`src/rtl/mem_ctrl.sv`:
```
// Byte-serial memory controller: arbitrates instruction fetches and load/stores
// onto a single-port byte RAM, assembling little-endian words one byte per cycle.
module mem_ctrl (
    input  logic        clk,
    input  logic        rst,
    input  logic        if_req,
    input  logic [31:0] if_addr,
    input  logic        if_cancel,
    output logic        if_ack,
    output logic [31:0] if_data,
    input  logic        mm_req,
    input  logic        mm_we,
    input  logic [31:0] mm_addr,
    input  logic [1:0]  mm_len,
    input  logic [31:0] mm_wdata,
    output logic        mm_ack,
    output logic [31:0] mm_rdata,
    output logic [31:0] ram_addr,
    output logic        ram_wr,
    output logic [7:0]  ram_dout,
    input  logic [7:0]  ram_din,
    output logic        busy
);

    typedef enum logic [1:0] {IDLE, RD, WR} state_t;

    state_t      state;
    state_t      state_nxt;
    logic [31:0] base;
    logic [2:0]  len_n;
    logic        own_mm;
    logic        last_mm;
    logic [31:0] wbuf;
    logic [31:0] rbuf;
    logic [2:0]  cnt;

    logic        if_ok;
    logic        mm_ok;
    logic        grant_mm;
    logic        grant_if;
    logic        cancel_rd;
    logic        rd_done;
    logic        wr_done;
    logic [2:0]  cnt_inc;
    logic [31:0] addr_nxt;
    logic [1:0]  rd_idx;
    logic [1:0]  wr_idx;
    logic [31:0] rbuf_nxt;

    function automatic logic [2:0] len_bytes(input logic [1:0] len);
        case (len)
            2'b00:   return 3'd1;
            2'b01:   return 3'd2;
            default: return 3'd4;
        endcase
    endfunction

    // A requester is not eligible in the cycle its own ack is still visible,
    // so a held req cannot restart the transaction that just finished.
    always_comb begin
        if_ok    = if_req && !if_cancel && !if_ack;
        mm_ok    = mm_req && !mm_ack;
        grant_mm = mm_ok && !(if_ok && last_mm);
        grant_if = if_ok && !grant_mm;
    end

    always_comb begin
        cnt_inc   = cnt + 3'd1;
        addr_nxt  = base + {29'd0, cnt_inc};
        rd_idx    = 2'(cnt - 3'd1);
        wr_idx    = cnt_inc[1:0];
        cancel_rd = (state == RD) && !own_mm && if_cancel;
        rd_done   = (state == RD) && (cnt == len_n);
        wr_done   = (state == WR) && (cnt_inc == len_n);
        rbuf_nxt  = rbuf;
        if (cnt != 3'd0)
            rbuf_nxt[{rd_idx, 3'b000} +: 8] = ram_din;
    end

    // State register
    always_ff @(posedge clk or negedge rst) begin
        if (!rst)
            state <= IDLE;
        else
            state <= state_nxt;
    end

    // Next-state logic
    always_comb begin
        state_nxt = state;
        case (state)
            IDLE: begin
                if (grant_mm)
                    state_nxt = mm_we ? WR : RD;
                else if (grant_if)
                    state_nxt = RD;
            end
            RD: begin
                if (cancel_rd || rd_done)
                    state_nxt = IDLE;
            end
            WR: begin
                if (wr_done)
                    state_nxt = IDLE;
            end
            default: state_nxt = IDLE;
        endcase
    end

    // Output decode
    always_comb begin
        busy = (state != IDLE);
    end

    // RD: address for byte k is issued in cycle k+1; its data arrives one
    // cycle later, so capture lags the issue counter by one.
    always_ff @(posedge clk or negedge rst) begin
        if (!rst) begin
            base     <= '0;
            len_n    <= '0;
            own_mm   <= 1'b0;
            last_mm  <= 1'b0;
            wbuf     <= '0;
            rbuf     <= '0;
            cnt      <= '0;
            ram_addr <= '0;
            ram_wr   <= 1'b0;
            ram_dout <= '0;
            if_ack   <= 1'b0;
            if_data  <= '0;
            mm_ack   <= 1'b0;
            mm_rdata <= '0;
        end else begin
            if_ack <= 1'b0;
            mm_ack <= 1'b0;
            case (state)
                IDLE: begin
                    if (grant_mm || grant_if) begin
                        own_mm   <= grant_mm;
                        last_mm  <= grant_mm;
                        base     <= grant_mm ? mm_addr : if_addr;
                        ram_addr <= grant_mm ? mm_addr : if_addr;
                        len_n    <= grant_mm ? len_bytes(mm_len) : 3'd4;
                        wbuf     <= mm_wdata;
                        rbuf     <= '0;
                        cnt      <= '0;
                        if (grant_mm && mm_we) begin
                            ram_wr   <= 1'b1;
                            ram_dout <= mm_wdata[7:0];
                        end
                    end
                end
                RD: begin
                    if (cancel_rd) begin
                        cnt <= '0;
                    end else begin
                        rbuf <= rbuf_nxt;
                        if (rd_done) begin
                            cnt <= '0;
                            if (own_mm) begin
                                mm_rdata <= rbuf_nxt;
                                mm_ack   <= 1'b1;
                            end else begin
                                if_data <= rbuf_nxt;
                                if_ack  <= 1'b1;
                            end
                        end else begin
                            cnt <= cnt_inc;
                            if (cnt_inc < len_n)
                                ram_addr <= addr_nxt;
                        end
                    end
                end
                WR: begin
                    if (wr_done) begin
                        ram_wr <= 1'b0;
                        mm_ack <= 1'b1;
                        cnt    <= '0;
                    end else begin
                        cnt      <= cnt_inc;
                        ram_addr <= addr_nxt;
                        ram_dout <= wbuf[{wr_idx, 3'b000} +: 8];
                    end
                end
                default: ;
            endcase
        end
    end

endmodule
```
`config.mk`:
```
export PLATFORM = sky130hd
export DESIGN_NAME = mem_ctrl
export DESIGN_NICKNAME = d
export VERILOG_FILES = /design/src/rtl/mem_ctrl.sv
export SDC_FILE = /design/constraint.sdc
export NUM_CORES = 1
export LEC_CHECK = 0
export CAP_MARGIN = 20
export CORE_MARGIN = 4
export CORE_UTILIZATION = 30
export DETAILED_ROUTE_END_ITERATION = 7
export SYNTH_ARGS = -nofsm -noshare
export SYNTH_HDL_FRONTEND = slang
export SYNTH_SLANG_ARGS = --single-unit
```
`constraint.sdc`:
```
create_clock -name clk -period 5 [get_ports clk]
set_input_delay 1.25 -clock clk [delete_from_list [all_inputs] [get_ports clk]]
set_output_delay 1.25 -clock clk [all_outputs]
set_load 0.005 [all_outputs]
```
# == Word level (Yosys, flattened, before mapping) ==
# Cells that the tools add are included.
# totals
register_bits,212
word_cells,115
# op_classes
n_addsub,4
n_lt_le_gt_ge,1
n_eq_ne,14
shifts,3
n_mux,42
bitwise,2
reduce_logical,35
# ops
operator,n
two-way mux 32 bit,9
one-hot mux 32 bit (3 select lines),1
one-hot mux 32 bit (2 select lines),1
adder 32 x 3 -> 32 bit,1
bitwise mux 32 bit,1
variable shift 8 x 7 -> 32 bit (first input constant),1
indexed part select 32 x 6 -> 8 bit,1
indexed part select 8 x 7 -> 32 bit,1
two-way mux 8 bit,3
one-hot mux 8 bit (2 select lines),1
AND reduction 4 bit,4
two-way mux 3 bit,5
inequality test 2 bit (second input constant),6
logical AND 1 bit,11
two-way mux 1 bit,11
two-way mux 2 bit,5
one-hot mux 3 bit (3 select lines),1
negator 5 -> 7 bit,1
== test 3 bit,2
zero test 1 bit,6
one-hot mux 2 bit (3 select lines),1
one-hot mux 3 bit (2 select lines),1
AND reduction 3 bit,2
AND reduction 6 bit,1
14 further kinds,24

# == Logic depth before layout (Yosys ltp) ==
# Gate-level depths: netlist of the first run.
# logic_depth
ltp_word,11
mapped_depth,11
depth_no_buf,9

# == Worst setup path after synthesis of the first run ==
# No wires, ideal clock.
# synth_timing
path_type,register to register
from,register cnt[0]
to,register ram_addr[30]
setup_ns,0.126
t_arrival_ns,2.872
setup_slack_ns,2.002
stages_incl_launch_ff,10
period_less_slack_ns,2.998
path_cell_list,dfrtp_1 -> inv_1 -> ha_1 -> inv_1 -> fa_1 -> nor2b_1 -> o2111ai_1 -> nor4_1 -> xor2_1 -> a221o_1
# synth_between
elab_chain_len,6
word_cells_on_any_way,16
classes_between,2 x add/sub; 1 x order compare; 5 x eq/ne; 5 x mux; 3 x reduce/logical
# synth_rtl
item,line,rtl
start: declaration,35,logic [2:0] cnt;
start signal: assignment,168,cnt <= cnt_inc;
start signal: assignment,180,cnt <= cnt_inc;
adder 3 x 1 -> 3 bit,68,cnt_inc = cnt + 3'd1;
adder 32 x 3 -> 32 bit,69,"addr_nxt = base + {29'd0, cnt_inc};"
two-way mux 32 bit,169,if (cnt_inc < len_n)
two-way mux 32 bit,158,if (rd_done) begin
two-way mux 32 bit,154,if (cancel_rd) begin
one-hot mux 32 bit (3 select lines),136,case (state)
end signal: assignment,142,ram_addr <= grant_mm ? mm_addr : if_addr;
end signal: assignment,170,ram_addr <= addr_nxt;
end signal: assignment,181,ram_addr <= addr_nxt;
end: declaration,18,"output logic [31:0] ram_addr,"
# Several ways; a longest one is shown, not always the timed one. The select of a mux whose other input is x is not followed.
# A chain may end at the register's enable or synchronous reset.

# == Worst setup path after layout of the first run ==
# layout_timing
from,input if_cancel
to,register ram_addr[19]
# layout_between
elab_chain_len,11
word_cells_on_any_way,16
classes_between,2 x eq/ne; 3 x mux; 11 x reduce/logical
# layout_rtl
item,line,rtl
start: declaration,8,"input logic if_cancel,"
zero test 1 bit,61,if_ok = if_req && !if_cancel && !if_ack;
logical AND 1 bit (2 in a row),61,
logical AND 1 bit,63,grant_mm = mm_ok && !(if_ok && last_mm);
zero test 1 bit,63,
logical AND 1 bit,63,
zero test 1 bit,64,grant_if = if_ok && !grant_mm;
logical AND 1 bit,64,
logical OR 1 bit,138,if (grant_mm || grant_if) begin
inequality test 2 bit (no line),-,
AND reduction 6 bit (no line),-,
# Several ways; a longest one is shown, not always the timed one. The select of a mux whose other input is x is not followed.

==> results of run 1 <==
-- layout by cell type, fill, tap and decap left out, types with 4 or more instances in the layout --
master	n
mux2i_1	36
clkbuf_1	7
o21ai_0	114
a21oi_1	15
clkinv_2	4
o21ai_1	4
clkbuf_16	27
ha_1	16
and4_1	5
bufinv_16	4
o211ai_1	8
xor2_1	10
mux2_2	56
clkdlybuf4s50_1	218
nor2b_1	6
a22oi_1	32
inv_1	18
or3_1	7
nand4_1	11
o2bb2ai_1	4
nand3_1	16
a22o_1	42
nor4_1	5
a221o_1	6
nor2_1	10
nor3_1	18
mux4_2	8
xnor2_1	13
nand2_1	141
o31ai_1	7
buf_4	12
dfrtp_1	212
-- where the power goes --
group          internal, mW  total, mW  leakage (nW)  switching [mW]
Combinational          1.53       3.03          2.45            1.49
Clock                  1.24       1.98         0.439           0.739
Sequential             2.31       2.74          2.70           0.432
-- worst max-delay path by stage --
stage,start,to,slack (ns),cells past startpoint
6_report,if_cancel,ram_addr[19],1.25,7
5_1_grt,if_cancel,ram_addr[19],1.05,7
4_1_cts,if_cancel,ram_addr[19],1.24,7
3_5_place_dp,if_cancel,ram_addr[23],0.68,7
3_3_place_gp,if_cancel,ram_addr[22],0.78,7
2_1_floorplan,cnt[0],ram_addr[30],2.00,9
-- cell families (layout without fill, tap and decap cells) --
kind of cell             count (synthesis)  count (layout)  synth area share
AO/OA/AOI/OAI                          249             249             0.163
AND/OR/NAND/NOR                        239             239             0.113
flip-flops                             212             212             0.533
multiplexers                           100             100             0.118
buffers and inverters                   79             298            0.0320
XOR/XNOR                                23              23            0.0202
adder cells (fa/ha/maj)                 17              17            0.0221
-- critical path: cells and delay by family --
kind	cells	cell delay (ns)
simple gates	3	1.83
buf+inv	2	0.64
compound gates	2	0.46
-- state kept, by name, indices dropped and copies added (netlist names), 2 cells and up --
signal / cells
wbuf: 32
mm_rdata: 32
ram_dout: 8
len_n: 3
cnt: 3
ram_addr: 32
state: 2
if_data: 32
rbuf: 32
base: 32
-- metal layers --
layer | routed length, um | share of wire
met1 | 12500 | 0.45
met2 | 12900 | 0.46
met3 | 1880 | 0.068
met4 | 459 | 0.017
met5 | 43 | 0.0015
-- area by class of cell --
cell class	instances	share of cell area
multi-input combinational	628	0.323
tap	442	0.0410
sequential	212	0.393
clock inverter	10	0.0116
inverter	19	0.00528
timing repair buffer	232	0.171
clock buffer	37	0.0551
-- cells in the mapped netlist (4+ instances only) --
| master | count |
|---|---|
| dfrtp_1 | 212 |
| nand2_1 | 141 |
| o21ai_0 | 115 |
| mux2_2 | 56 |
| a22o_1 | 42 |
| clkbuf_1 | 37 |
| mux2i_1 | 36 |
| a22oi_1 | 32 |
| inv_1 | 18 |
| nor3_1 | 18 |
| ha_1 | 16 |
| nand3_1 | 16 |
| a21oi_1 | 15 |
| xnor2_1 | 13 |
| buf_2 | 12 |
| nand4_1 | 11 |
| buf_1 | 10 |
| nor2_1 | 10 |
| xor2_1 | 10 |
| mux4_2 | 8 |
| o211ai_1 | 8 |
| o31ai_1 | 7 |
| or3_1 | 7 |
| a221o_1 | 6 |
| nor2b_1 | 6 |
| and4_1 | 5 |
| nor4_1 | 5 |
| o21ai_1 | 4 |
| o2bb2ai_1 | 4 |
==> metrics, run 1 <==
run status finished, final reports clean; Std-Cell Rows 66; fin. max-slew vios 0; Slew HR 0.382; Die X 190 um; startpoint types input pin; die footprint 36200 sq um; critical register-to-register path startpoint cnt[1]; GR Layer Usage met2 0.242; CTS max path bufs 3; Core Area 32600 sq um; Seq cells post-synth 212; gr usage total 0.149; max incr delay on CP 0.79 ns; fin util 0.414; pre-CTS WS 0.683 ns; first-pass GRT wire length 43800 um; largest area contributor in the netlist dfrtp_1; WL final 27800 um; max_cap viols 0; instance area at placement 12600 sq um; nets@finish 1248; antenna violations before repair 3; synth unique cells 51; Post-Syn Area 9960 sq um; post-route cell area 13500 sq um; CTS root buf clkbuf_16; PwrDens 574 nW/um^2; worst hold endpoint mm_rdata[13]; Final min period 3.75 ns; Final Non-Filler Cells 1580; Avg Cell Area, Syn 10.8 sq um; Via Count 7813; Lkg Pwr 5.58 nW; Async S/R FF share, synth 1.00; num ports 220; Seq/Total Area, Yosys 0.533; R2R cell count 9; routing usage on met3 0.0366; peak supply drop 0.255 mV; FF+latch area 5310 sq um; Clock transition at path regs 0.06 ns; multi-input logic area 4360 sq um; fin worst setup slack 1.25 ns; # DRC 0; WL/cell 17.6 um; Worst Path Required 5.46 ns; worst hold start mm_rdata[13]; crit-path cells clkdlybuf4s50_1, nor3b_2, o32a_1, buf_4, or3b_2, nor2_1, a221o_1; gpl congestion 0.774; grt ovf 0; Min-Delay Path Class register to register; Worst Setup Path Type input pin to register; share of layout cells above drive strength 1 0.111; Die Height 190 um; area fraction of the dominant cell type after synthesis 0.533; clk_lat worst skew 0.53 ns; antenna-violating nets left 0; Post-DP HPWL 19500 um; total CTS buffers 26; Layout area overhead 35.5%; Mapped Cells 919; final hold violation count 0; Total Neg Setup Slack 0 ns; top cells by area, synth dfrtp_1, mux2_2, o21ai_0; unrepaired setup endpoints after global routing false; Clock Sinks 212; PortBufs 219; R2R setup slack 1.27 ns; GRT busiest layer met2; syn_nets 1048; Post-CTS Setup Inserts 0; WP data arrival 4.21 ns; CTS Hold Buffers Added 0; fill cell count 3188; PostCTS Resize Cnt 0; Ys Warns 0; GR Util met1 0.206; Starting DRT DRC Count 395; total power 7.74 mW; Post-synth EDFFs 0; final setup vio count 0; Slowest-stage cell, CP or3b_2; CTS H-Tree Depth 1; Crit Path Max Fanout 41; Via density 4.94; Max Freq 267 MHz; TritonCTS clock tree built; effective utilization at floorplan 0.305; skew final 0.0158 ns; Main synth FF type dfrtp_1; hold depth 2; ant diodes 0; dpl cells 1533; Worst setup EP type register; RR Endpoint ram_addr[19]; fin crit share 0.749; Hold Slack 0.476 ns; worst-margin pin slew 0.919 ns; vias in the first global route 7737; DRT Pass-1 Iters 5; largest net degree at the start of global routing 102
Power figures use the tool's default switching activity.
==> run 2, diff against run 1 <==
==> constraint.sdc (replaced) <==
create_clock -name clk -period 3 [get_ports clk]
set_input_delay 0.75 -clock clk [delete_from_list [all_inputs] [get_ports clk]]
set_output_delay 0.75 -clock clk [all_outputs]
set_load 0.005 [all_outputs]
==> metrics, run 2 (synthesized netlist as in run 1, its figures left out) <==
share of layout cells above drive strength 1 0.147; Clock Sinks 212; Via density 4.92; internal cell power 8.75 mW; WL/cell 17.4 um; Layout area overhead 39.5%; Die X 190 um; RR Endpoint ram_addr[30]; max_cap viols 0; gpl congestion 0.829; Worst Setup Path Type register to primary output; nets@finish 1286; total power 13.2 mW; CTS H-Tree Depth 1; Post-DP HPWL 20200 um; peak supply drop 0.815 mV; fin. max-slew vios 0; Worst Setup SP state[0]; fin crit share 0.944; CTS Hold Buffers Added 0; Comb power frac 0.408; clk_lat worst skew 0.52 ns; Std-Cell Rows 66; Core Area 32600 sq um; most used cell, CP inv_1; unrepaired setup endpoints after global routing false; Crit Path Max Fanout 7; largest net degree at the start of global routing 73; run status finished, final reports clean; R2R setup slack 0.17 ns; ant diodes 0; Reg power frac 0.346; gr usage total 0.151; final hold violation count 0; Starting DRT DRC Count 423; buffer and inverter count on the worst path 3; max incr delay on CP 0.60 ns; worst-margin pin slew 0.641 ns; final setup vio count 0; Slew HR 0.570; Clock transition at path regs 0.06 ns; startpoint types register; # DRC 0; num ports 220; Clock Power Share 0.246; commonest non-fill, non-tap cell in the layout clkdlybuf4s50_1; switching part of the total 0.339; critical register-to-register path startpoint cnt[0]; WL final 28100 um; first-pass GRT wire length 44600 um; Final min period 2.83 ns; TritonCTS clock tree built; Max Freq 353 MHz; WP data arrival 2.08 ns; antenna-violating nets left 0; Worst Path Required 2.25 ns; CTS max path bufs 3; Largest delay share family, worst path buffers and inverters; Crit path depth 4; net switching power 4.48 mW; Total Neg Setup Slack 0 ns; Via Count 7946; crit-path cells inv_1, ha_1, inv_1, clkdlybuf4s50_1; Die Height 190 um; Slowest-stage cell, CP clkdlybuf4s50_1; PwrDens 952 nW/um^2; antenna violations before repair 2; die footprint 36200 sq um; DRT Pass-1 Iters 5; CTS root buf clkbuf_16; R2R cell count 11; effective utilization at floorplan 0.305; skew final 0.0248 ns; PortBufs 219; Lkg Pwr 5.80 nW; total CTS buffers 25; grt ovf 0; most frequent cells in the layout clkdlybuf4s50_1, dfrtp_1, nand2_1; Min-Delay Path Class input pin to async pin; vias in the first global route 7888; Worst setup EP type primary output
==> run 2: changes by cell type in the layout (fill, tap and decap cells not counted), moves of 2 or more <==
cell        change
ha_1            -2
clkbuf_16       -2
clkbuf_1        -5
buf_4          +32
clkinvlp_4      +2
buf_12          +7
==> run 2: metal layers <==
layer | track usage | part of all wire
met3 | 0.0339 | 0.069
met4 | 0.0298 | 0.017
met5 | 0 | 0.00082
met1 | 0.213 | 0.45
met2 | 0.243 | 0.46
==> run 2: worst max-delay path by stage <==
stage / endpoint
CTS: ram_addr[26]
global route: ram_addr[30]
finish: busy
floorplan: ram_addr[30]
global placement: ram_addr[24]
detailed placement: ram_addr[20]
==> run 2: power by group through the flow <==
| stage | combinational (mW) | clock, mW | sequential, mW |
|---|---|---|---|
| floorplan | 3.05 | 0 | 4.47 |
| global placement | 5.34 | 0 | 4.61 |
| detailed placement | 5.44 | 0 | 4.62 |
| CTS | 5.46 | 3.35 | 4.59 |
| global route | 5.98 | 3.47 | 4.73 |
| finish | 5.39 | 3.26 | 4.58 |
==> run 2: timing repair <==
item                                    4_1_cts  5_1_grt
setup buffers                                 2        0
endpoints found under the setup margin        2       21
pin swaps                                     0        1
resized for setup                             0        6
==> run 2: per-stage QoR <==
stage	hold WS (ns)	cell area [sq um]	setup WS [ns]	util	std cells
2_1_floorplan	0.454	9960	0.00248	-	919
3_3_place_gp	0.460	13000	0.0221	0.397	1570
3_5_place_dp	0.470	13000	0.00353	0.397	1570
4_1_cts	0.138	13900	0.0512	0.425	1616
5_1_grt	0.148	13900	0.0178	0.426	1616
6_report	0.143	13900	0.167	0.426	1616
==> run 2: layout make-up <==
type | instances | area (sq um)
Fill cell | 3092 | 18700
Sequential cell | 212 | 5310
Timing Repair Buffer | 271 | 2690
Inverter | 19 | 71.3
Clock inverter | 13 | 201
Tap cell | 442 | 553
Multi-Input combinational cell | 628 | 4390
Clock buffer | 31 | 688
==> run 2: worst reg2reg max path, stage by stage, from the launching register on <==
cell and delay [ns]:
dfrtp_1 0.41, inv_1 0.12, buf_4 0.16, ha_1 0.20, inv_1 0.06, fa_1 0.40, nor2b_1 0.14, buf_4 0.15
o2111ai_1 0.23, nor4_1 0.40, xor2_1 0.12, a221o_1 0.33
